===== src/rtl/serial_pkg.sv =====
// rtl/serial_pkg.sv - shared encodings and defaults for the serial framer/detector pair
package serial_pkg;

  localparam logic [1:0] ST_IDLE  = 2'd0;
  localparam logic [1:0] ST_SHIFT = 2'd1;
  localparam logic [1:0] ST_GAP   = 2'd2;

  localparam int DEFAULT_WIDTH = 8;
  localparam int DEFAULT_GAP   = 2;

  typedef enum logic [1:0] {
    S_IDLE  = ST_IDLE,
    S_SHIFT = ST_SHIFT,
    S_GAP   = ST_GAP
  } state_t;

  // One counter serves both the bit index and the gap length.
  function automatic int cnt_width(input int w, input int g);
    int m;
    m = (w > g) ? w : g;
    return ($clog2(m) < 1) ? 1 : $clog2(m);
  endfunction

endpackage


===== src/rtl/serial_frame_tx.sv =====
// rtl/serial_frame_tx.sv - parallel-to-serial framer with forced-zero inter-word gap
module serial_frame_tx
  import serial_pkg::*;
#(
  parameter int WIDTH     = DEFAULT_WIDTH,
  parameter bit LSB_FIRST = 1'b0,
  parameter int GAP       = DEFAULT_GAP
) (
  input  logic             clk,
  input  logic             reset,
  input  logic [WIDTH-1:0] din,
  input  logic             din_valid,
  output logic             din_ready,
  output logic             sout,
  output logic             sout_valid,
  output logic             busy,
  output logic             frame_done
);

  localparam int CNT_W = cnt_width(WIDTH, GAP);
  localparam logic [CNT_W-1:0] BIT_LAST   = CNT_W'(WIDTH - 1);
  localparam logic [CNT_W-1:0] BIT_PENULT = CNT_W'(WIDTH - 2);
  localparam logic [CNT_W-1:0] GAP_LAST   = CNT_W'((GAP > 0) ? GAP - 1 : 0);

  state_t           state_q, state_d;
  logic [WIDTH-1:0] shreg_q, shreg_d;
  logic [CNT_W-1:0] cnt_q, cnt_d;
  logic             sout_q, sout_d;
  logic             sout_valid_q, sout_valid_d;
  logic             frame_done_q, frame_done_d;
  logic             busy_q, busy_d;

  function automatic logic head_bit(input logic [WIDTH-1:0] v);
    return LSB_FIRST ? v[0] : v[WIDTH-1];
  endfunction

  function automatic logic [WIDTH-1:0] drop_head(input logic [WIDTH-1:0] v);
    return LSB_FIRST ? (v >> 1) : (v << 1);
  endfunction

  // sout is loaded with the next bit one edge ahead, so the register always holds
  // the words remaining bits with the head already consumed.
  always_comb begin
    state_d      = state_q;
    shreg_d      = shreg_q;
    cnt_d        = cnt_q;
    sout_d       = 1'b0;
    sout_valid_d = 1'b0;
    frame_done_d = 1'b0;
    case (state_q)
      S_IDLE: begin
        if (din_valid) begin
          state_d      = S_SHIFT;
          shreg_d      = drop_head(din);
          cnt_d        = '0;
          sout_d       = head_bit(din);
          sout_valid_d = 1'b1;
        end
      end
      S_SHIFT: begin
        if (cnt_q == BIT_LAST) begin
          cnt_d   = '0;
          shreg_d = '0;
          state_d = (GAP > 0) ? S_GAP : S_IDLE;
        end else begin
          cnt_d        = cnt_q + CNT_W'(1);
          sout_d       = head_bit(shreg_q);
          shreg_d      = drop_head(shreg_q);
          sout_valid_d = 1'b1;
          frame_done_d = (cnt_q == BIT_PENULT);
        end
      end
      S_GAP: begin
        if (cnt_q == GAP_LAST) begin
          cnt_d   = '0;
          state_d = S_IDLE;
        end else begin
          cnt_d = cnt_q + CNT_W'(1);
        end
      end
      default: begin
        state_d = S_IDLE;
        shreg_d = '0;
        cnt_d   = '0;
      end
    endcase
    busy_d = (state_d != S_IDLE);
  end

  always_ff @(posedge clk or negedge reset) begin
    if (!reset) begin
      state_q      <= S_IDLE;
      shreg_q      <= '0;
      cnt_q        <= '0;
      sout_q       <= 1'b0;
      sout_valid_q <= 1'b0;
      frame_done_q <= 1'b0;
      busy_q       <= 1'b0;
    end else begin
      state_q      <= state_d;
      shreg_q      <= shreg_d;
      cnt_q        <= cnt_d;
      sout_q       <= sout_d;
      sout_valid_q <= sout_valid_d;
      frame_done_q <= frame_done_d;
      busy_q       <= busy_d;
    end
  end

  assign din_ready  = (state_q == S_IDLE);
  assign sout       = sout_q;
  assign sout_valid = sout_valid_q;
  assign frame_done = frame_done_q;
  assign busy       = busy_q;

endmodule


===== config.mk =====
export PLATFORM = sky130hd
export DESIGN_NAME = serial_frame_tx
export DESIGN_NICKNAME = d
export VERILOG_FILES = /design/src/rtl/serial_pkg.sv /design/src/rtl/serial_frame_tx.sv
export SDC_FILE = /design/constraint.sdc
export NUM_CORES = 1
export LEC_CHECK = 0
export CORE_MARGIN = 10
export CORE_UTILIZATION = 59
export CTS_CLUSTER_DIAMETER = 150
export DETAILED_ROUTE_END_ITERATION = 8
export DONT_BUFFER_PORTS = 1
export MAX_ROUTING_LAYER = met4
export PLACE_DENSITY = 0.77
export SETUP_SLACK_MARGIN = 0.15
export SYNTH_ARGS = -nofsm -noshare
export SYNTH_HDL_FRONTEND = slang
export SYNTH_SLANG_ARGS = --single-unit

===== constraint.sdc =====
create_clock -name clk -period 1.82 [get_ports clk]
set_input_delay 0.364 -clock clk [delete_from_list [all_inputs] [get_ports clk]]
set_output_delay 0.364 -clock clk [all_outputs]
set_load 0.05 [all_outputs]

==> results by group, run 1 <==
Power
  – Worst IR Drop VDD: 1.057 mV
  – Sequential Power Share: a little over two fifths
  – Psw: about 0.00066 W
  – Leak pwr: ~0.46 nW
  – Clk pwr share: 15.1%
  – Comb power frac: between 40% and 50%
  – Post-layout power: 0.001563 W
  – Net Sw Frac: between 40% and 50%
  – Int Pwr: 0.0009034 W
  – Pwr/cell area: between 1500 and 2000 mW/mm²

Global route
  – Initial antenna violation count: 0
  – Vias in the first global route: between 600 and 700
  – Grt ovf: 0
  – GRT Total Usage: 10.70%
  – Largest net degree at the start of global routing: 17
  – First-pass GRT wire length: a little under 3000 µm

Final layout
  – Most frequent cells in the layout: dfrtp_1, a22o_1, ha_1, inv_1, a21oi_1
  – Fraction of layout cells with a size suffix above 1: 14.63%
  – Final #Nets: a little over 100
  – Final Cell Area: around 950 µm²
  – Diode count: 0
  – Final core utilization: slightly above 70%
  – Area Overhead vs Synth: 8.535%
  – # fillers: between 90 and 100
  – Commonest non-fill, non-tap cell in the layout: dfrtp_1
  – Non-filler cells, final: a little under 100

Setup path
  – WP data arrival: roughly 1.2 ns
  – CP cell instances: inv_1 > ha_4 > buf_6
  – Worst EP required: between 1 and 1.5 ns
  – Delay of the slowest critical-path stage: around 0.42 ns
  – CP endpoint kind: primary output
  – CP Max Fanout: 9
  – Crit start category: flop
  – Slowest cell on the critical path: dfrtp_1
  – WS Path Type: reg -> out

Floorplan
  – Die Width: 58.61 µm
  – Die ar.: about 0.0034 mm²
  – Core footprint: between 0.001 and 0.0015 mm²
  – Height of the die: a little under 60 µm
  – FP Rows: 13
  – Initial Utilization: ~65%
  – I/O pin count: 16

Logic synthesis
  – Register area share after synthesis: about 46%
  – Synthesis Warnings: 0
  – Cell area after synthesis: just under 900 µm²
  – Flop and latch count out of synthesis: 16
  – Cells after Synth: 78
  – Synthesized net count: 97
  – Synth unique cells: 26
  – Mean Syn Cell Area: 11.28 µm²

Place
  – Post-DP HPWL: between 1000 and 1500 µm
  – DP Area: approximately 900 µm²
  – Placed Cells: 92
  – I/O Buffers: 0
  – Routability Congestion: 0.8261

Detailed routing
  – Final ANT Viol Nets: 0
  – DR DRC count: 0
  – Avg WL per Cell: between 15 and 20 µm
  – Initial DRC Count: 10
  – Detailed Route WL: roughly 1700 µm
  – Vias per cell: a little over 6
  – Vias: around 590
  – Initial DRT Pass Iterations: 5

STA
  – Worst Skew: about 0.0057 ns
  – Slew HR: a little over half
  – Total negative slack: 0 ns
  – Max Clk Rate: about 0.62 GHz
  – Crit share post-route: between 80% and 90%
  – Slew Viols, Final: 0
  – Fin. Hold Viols: 0
  – Tmin final: 1.603 ns
  – Worst-margin pin slew: 0.7085 ns
  – Setup violations, final: 0
  – RSZ-0062 raised after global routing: no

Clock network
  – CTS root buffer: clkbuf_4
  – Clock sink count: 16
  – Clk buf depth: 2
  – CTS H-tree lvls: 1
  – TritonCTS clock tree: built
  – Worst skew pair latency: a little under 0.3 ns
  – CTS Buf Count: 3
  – Clock transition at path regs: 0.10 ns

Min path
  – Min-delay worst type: in -> reg

Run
  – Max_cap viols: 0

Run status
  – Status: finished clean
synthesized netlist by cell type:
library cell	n	area, µm²
dfrtp_1	16	400.4
a22o_1	13	113.9
ha_1	8	100.1
a21oi_1	5	25.02
inv_1	5	18.77
o22ai_1	4	25.02
nand2_1	3	11.26
buf_2	2	10.01
nand3_1	2	10.01
nor2_1	2	7.510
nor2b_1	2	12.51
or2_1	2	12.51
a211oi_1	1	7.510
a211oi_2	1	12.51
a21o_1	1	7.510
a32o_1	1	10.01
and3_1	1	6.260
buf_6	1	11.26
mux2_1	1	11.26
mux2i_1	1	10.01
nand2b_1	1	6.260
nand2b_4	1	13.76
nor2_2	1	6.260
nor2b_4	1	13.76
o21ai_1	1	5.000
or2b_4	1	11.26
cell type report:
class | count | area [µm²] | area share [%]
multi-input cells | 54 | 451.7 | 47.31
flip-flops and latches | 16 | 400.4 | 41.94
clock buffers | 4 | 36.28 | 3.801
repair buffers | 3 | 28.78 | 3.014
inverters | 5 | 18.77 | 1.966
well taps | 15 | 18.77 | 1.966
timing repair:
item | 4_1_cts | 5_1_grt
resized for setup | 2 | 1
hold buffers | 1 | 0
buffers inserted | 0 | 0
setup endpoints to repair | 1 | 1
endpoints found under the hold margin | 16 | 0
power groups by stage:
stage	sequential, W	combinational, W	clock [W]
3_3_place_gp	0.000659	0.000607	0
5_1_grt	0.000667	0.000743	0.000260
6_report	0.000654	0.000673	0.000236
2_1_floorplan	0.000638	0.000529	0
4_1_cts	0.000654	0.000648	0.000242
3_5_place_dp	0.000658	0.000621	0
worst paths after layout:
| kind | from | end | slack [ns] | cells after the start |
|---|---|---|---|---|
| setup / recovery | state_q[0] | din_ready | 0.22 | 3 |
| hold / removal | din_valid | sout_valid | 0.20 | 1 |
| setup reg to reg | state_q[1] | shreg_q[3] | 0.29 | 5 |
| hold reg to reg | shreg_q[7] | sout | 0.51 | 1 |
| max in group asynchronous | reset | shreg_q[3] | 0.81 | 1 |
| min in group asynchronous | reset | cnt_q[1] | 0.56 | 1 |
metal layers:
layer | vias to the layer above | GRT usage (%) | share of wire (%) | wire [µm]
li1 | 293 | - | - | -
met1 | 288 | 14.20 | 49 | 832
met2 | 10 | 15.02 | 43 | 727
met3 | 2 | 3.648 | 6.8 | 114
met4 | 0 | 2.951 | 0.36 | 6
met5 | - | - | 0 | 0
registers in the layout (all words and copies together), names as in the netlist:
register	flops
shreg_q	7
cnt_q	3
state_q	2
busy	1
frame_done	1
sout	1
sout_valid	1
worst max-delay path: cells and delay by family (launching register included):
| kind | cells | cell delay [ns] |
|---|---|---|
| buffers and inverters | 2 | 0.31 |
| adder cells (fa/ha/maj) | 1 | 0.21 |
| flip-flops | 1 | 0.42 |
through the flow:
stage,setup slack [ns],hold slack (ns)
global route,0.1544,0.1873
CTS,0.1529,0.1936
detailed placement,0.2720,0.06902
global placement,0.3155,0.06898
floorplan,0.1514,0.06841
finish,0.2171,0.1961
kinds of logic after synthesis:
| family | share of synthesized area [%] |
|---|---|
| mux | 2.418 |
| compound gates | 23.47 |
| buf+inv | 4.552 |
| simple gates | 12.66 |
| flops | 45.52 |
| fa+ha+maj | 11.38 |
No activity file was read; power rests on OpenSTA's default activity.
==> run 2: changes to the inputs <==
- CORE_MARGIN: 10 -> 2
==> run 2 against run 1 <==
Against the previous run:
- cell count increased by 5.2%
- core utilization increased by 2.8 points
- non-clock buffer count increased by 5
- sequential share of layout area decreased by 1.6 points
- setup slack got worse by 0.016 ns
- register-to-register slack got worse by 0.07 ns
- combinational power increased by 15%
- largest power group unchanged
- critical endpoint unchanged
- routed wire length increased by 7.3%
- largest cell class unchanged
- global-route usage increased by 12 points
- via count increased by 7.9%
==> results by group, run 2 (same netlist as run 1, synthesis figures left out) <==
Min path
  – Worst min-delay path startpoint: din_valid
  – Min-delay worst type: in -> reg

Clock network
  – CTS root buffer: clkbuf_4
  – TritonCTS clock tree: built
  – Clock sink count: 16
  – Clock transition at path regs: approximately 0.1 ns
  – Clk buf depth: 2
  – Worst skew pair latency: just under 0.3 ns
  – CTS Buf Count: 3
  – CTS H-tree lvls: 1

Place
  – Pre-CTS setup slack: 0.1974 ns
  – Routability Congestion: between 0.8 and 0.9
  – Post-DP HPWL: 1154 µm
  – I/O Buffers: 0
  – DP Area: approximately 880 µm²

Global route
  – Largest net degree at the start of global routing: 17
  – Initial antenna violation count: 0
  – First-pass GRT wire length: ~2900 µm
  – Vias in the first global route: ~620
  – Grt ovf: 0
  – GRT Total Usage: a little under a quarter

Power
  – Comb power frac: between 40 and 50%
  – Leak pwr: roughly 0.48 nW
  – Worst IR Drop VDD: about 1.0 mV
  – Net Sw Frac: 42.13%
  – Clk pwr share: about 14%
  – Pwr/cell area: 1685 mW/mm²
  – Psw: 0.0007043 W
  – Int Pwr: 0.0009675 W
  – Sequential Power Share: around two fifths
  – Post-layout power: about 0.0017 W

Setup path
  – CP Max Fanout: 7
  – WS Path Type: reg -> out
  – CP Buf/Inv Count: 2
  – Worst EP required: about 1.5 ns
  – Cell family with most CP delay: flip-flops
  – Setup crit start: state_q[1]
  – WP data arrival: 1.25 ns
  – Slowest cell on the critical path: dfrtp_1
  – CP cell instances: inv_1 > ha_4 > buf_6
  – Crit start category: flop
  – Reg-to-reg startpoint: state_q[1]
  – CP endpoint kind: primary output
  – Delay of the slowest critical-path stage: 0.42 ns

Floorplan
  – FP Rows: 13
  – Height of the die: around 43 µm
  – Initial Utilization: roughly 65%
  – I/O pin count: 16
  – Die Width: 42.61 µm
  – Die ar.: around 0.0018 mm²
  – Core footprint: ~0.0014 mm²

STA
  – Setup violations, final: 0
  – Slew Viols, Final: 0
  – Slew HR: between 40% and 50%
  – Worst Skew: between 0.0006 and 0.0007 ns
  – Total negative slack: 0 ns
  – Worst-margin pin slew: roughly 0.75 ns
  – Worst Hold Slack: 0.1860 ns
  – Max Clk Rate: a little over 0.6 GHz
  – Tmin final: roughly 1.6 ns
  – Crit share post-route: 88.93%
  – RSZ-0062 raised after global routing: yes
  – Fin. Hold Viols: 0
  – Final Worst Setup Slack: ~0.20 ns

Final layout
  – Biggest regs: shreg_q: 7 flops, cnt_q: 3 flops, state_q: 2 flops
  – Most frequent cells in the layout: dfrtp_1, a22o_1, ha_1, buf_4
  – Top reg by flops: shreg_q
  – Fraction of layout cells with a size suffix above 1: slightly below 20%
  – Diode count: 0
  – Area Overhead vs Synth: 12.80%
  – Commonest non-fill, non-tap cell in the layout: dfrtp_1
  – Number of flip-flops in the largest register: 7
  – Final Cell Area: a little under 0.001 mm²
  – Final #Nets: roughly 110

Detailed routing
  – Metal2 WL: roughly 860 µm
  – Initial DRT Pass Iterations: 4
  – Vias per cell: around 6.3
  – Final ANT Viol Nets: 0
  – Uppermost routed layer: met4
  – Detailed Route WL: 1804 µm
  – Vias: 640
  – Initial DRC Count: 12
  – Avg WL per Cell: ~18 µm
  – M1 WL: 820 µm
  – DR DRC count: 0
  – Routed wl met3: roughly 88 µm

Run
  – Max_cap viols: 0

Run status
  – Status: finished clean
-- run 2: power groups by stage --
| stage | logic, W | clock network [W] | registers, W |
|---|---|---|---|
| after floorplan | 0.000529 | 0 | 0.000638 |
| after global placement | 0.000588 | 0 | 0.000655 |
| after detailed placement | 0.000612 | 0 | 0.000657 |
| after CTS | 0.000669 | 0.000246 | 0.000653 |
| after global routing | 0.000842 | 0.000260 | 0.000671 |
| final | 0.000775 | 0.000242 | 0.000654 |
-- run 2: cell type report --
class	count	area [µm²]
Multi-Input combinational cell	54	451.7
Sequential cell	16	400.4
Fill cell	88	357.8
Timing Repair Buffer	8	66.31
Clock buffer	4	36.28
Inverter	5	18.77
Tap cell	15	18.77
-- run 2: through the flow --
step / instances / util (%)
2_1_floorplan: 78 / -
3_3_place_gp: 91 / 65.52
3_5_place_dp: 91 / 65.52
4_1_cts: 96 / 70.16
5_1_grt: 102 / 73.49
6_report: 102 / 73.49
-- run 2: worst paths after layout --
| kind | end | slack [ns] | cells past startpoint |
|---|---|---|---|
| hold / removal | sout_valid | 0.19 | 1 |
| setup reg to reg | shreg_q[2] | 0.22 | 5 |
| min in group asynchronous | frame_done | 0.57 | 1 |
| setup / recovery | din_ready | 0.20 | 3 |
| hold reg to reg | sout | 0.51 | 1 |
| max in group asynchronous | sout_valid | 0.79 | 1 |
-- run 2: worst register-to-register path, cell delays in order, from the launching register on --
cell	delay [ns]
dfrtp_1	0.42
inv_1	0.14
ha_1	0.29
nor2b_4	0.36
a22o_1	0.20
a22o_1	0.14
-- run 2: routing by layer --
layer  global-route usage (%)  up-vias
met5                        -        -
met4                    11.88        0
met3                    6.034        5
met2                    31.69       24
met1                    29.67      309
li1                         -      302
-- run 2: what timing repair did --
item,4_1_cts,5_1_grt
pin swaps,0,1
gates resized for setup,3,0
endpoints found under the hold margin,16,0
cloned,0,0
setup buffers,0,6
hold buffers,1,0
setup endpoints to repair,1,2
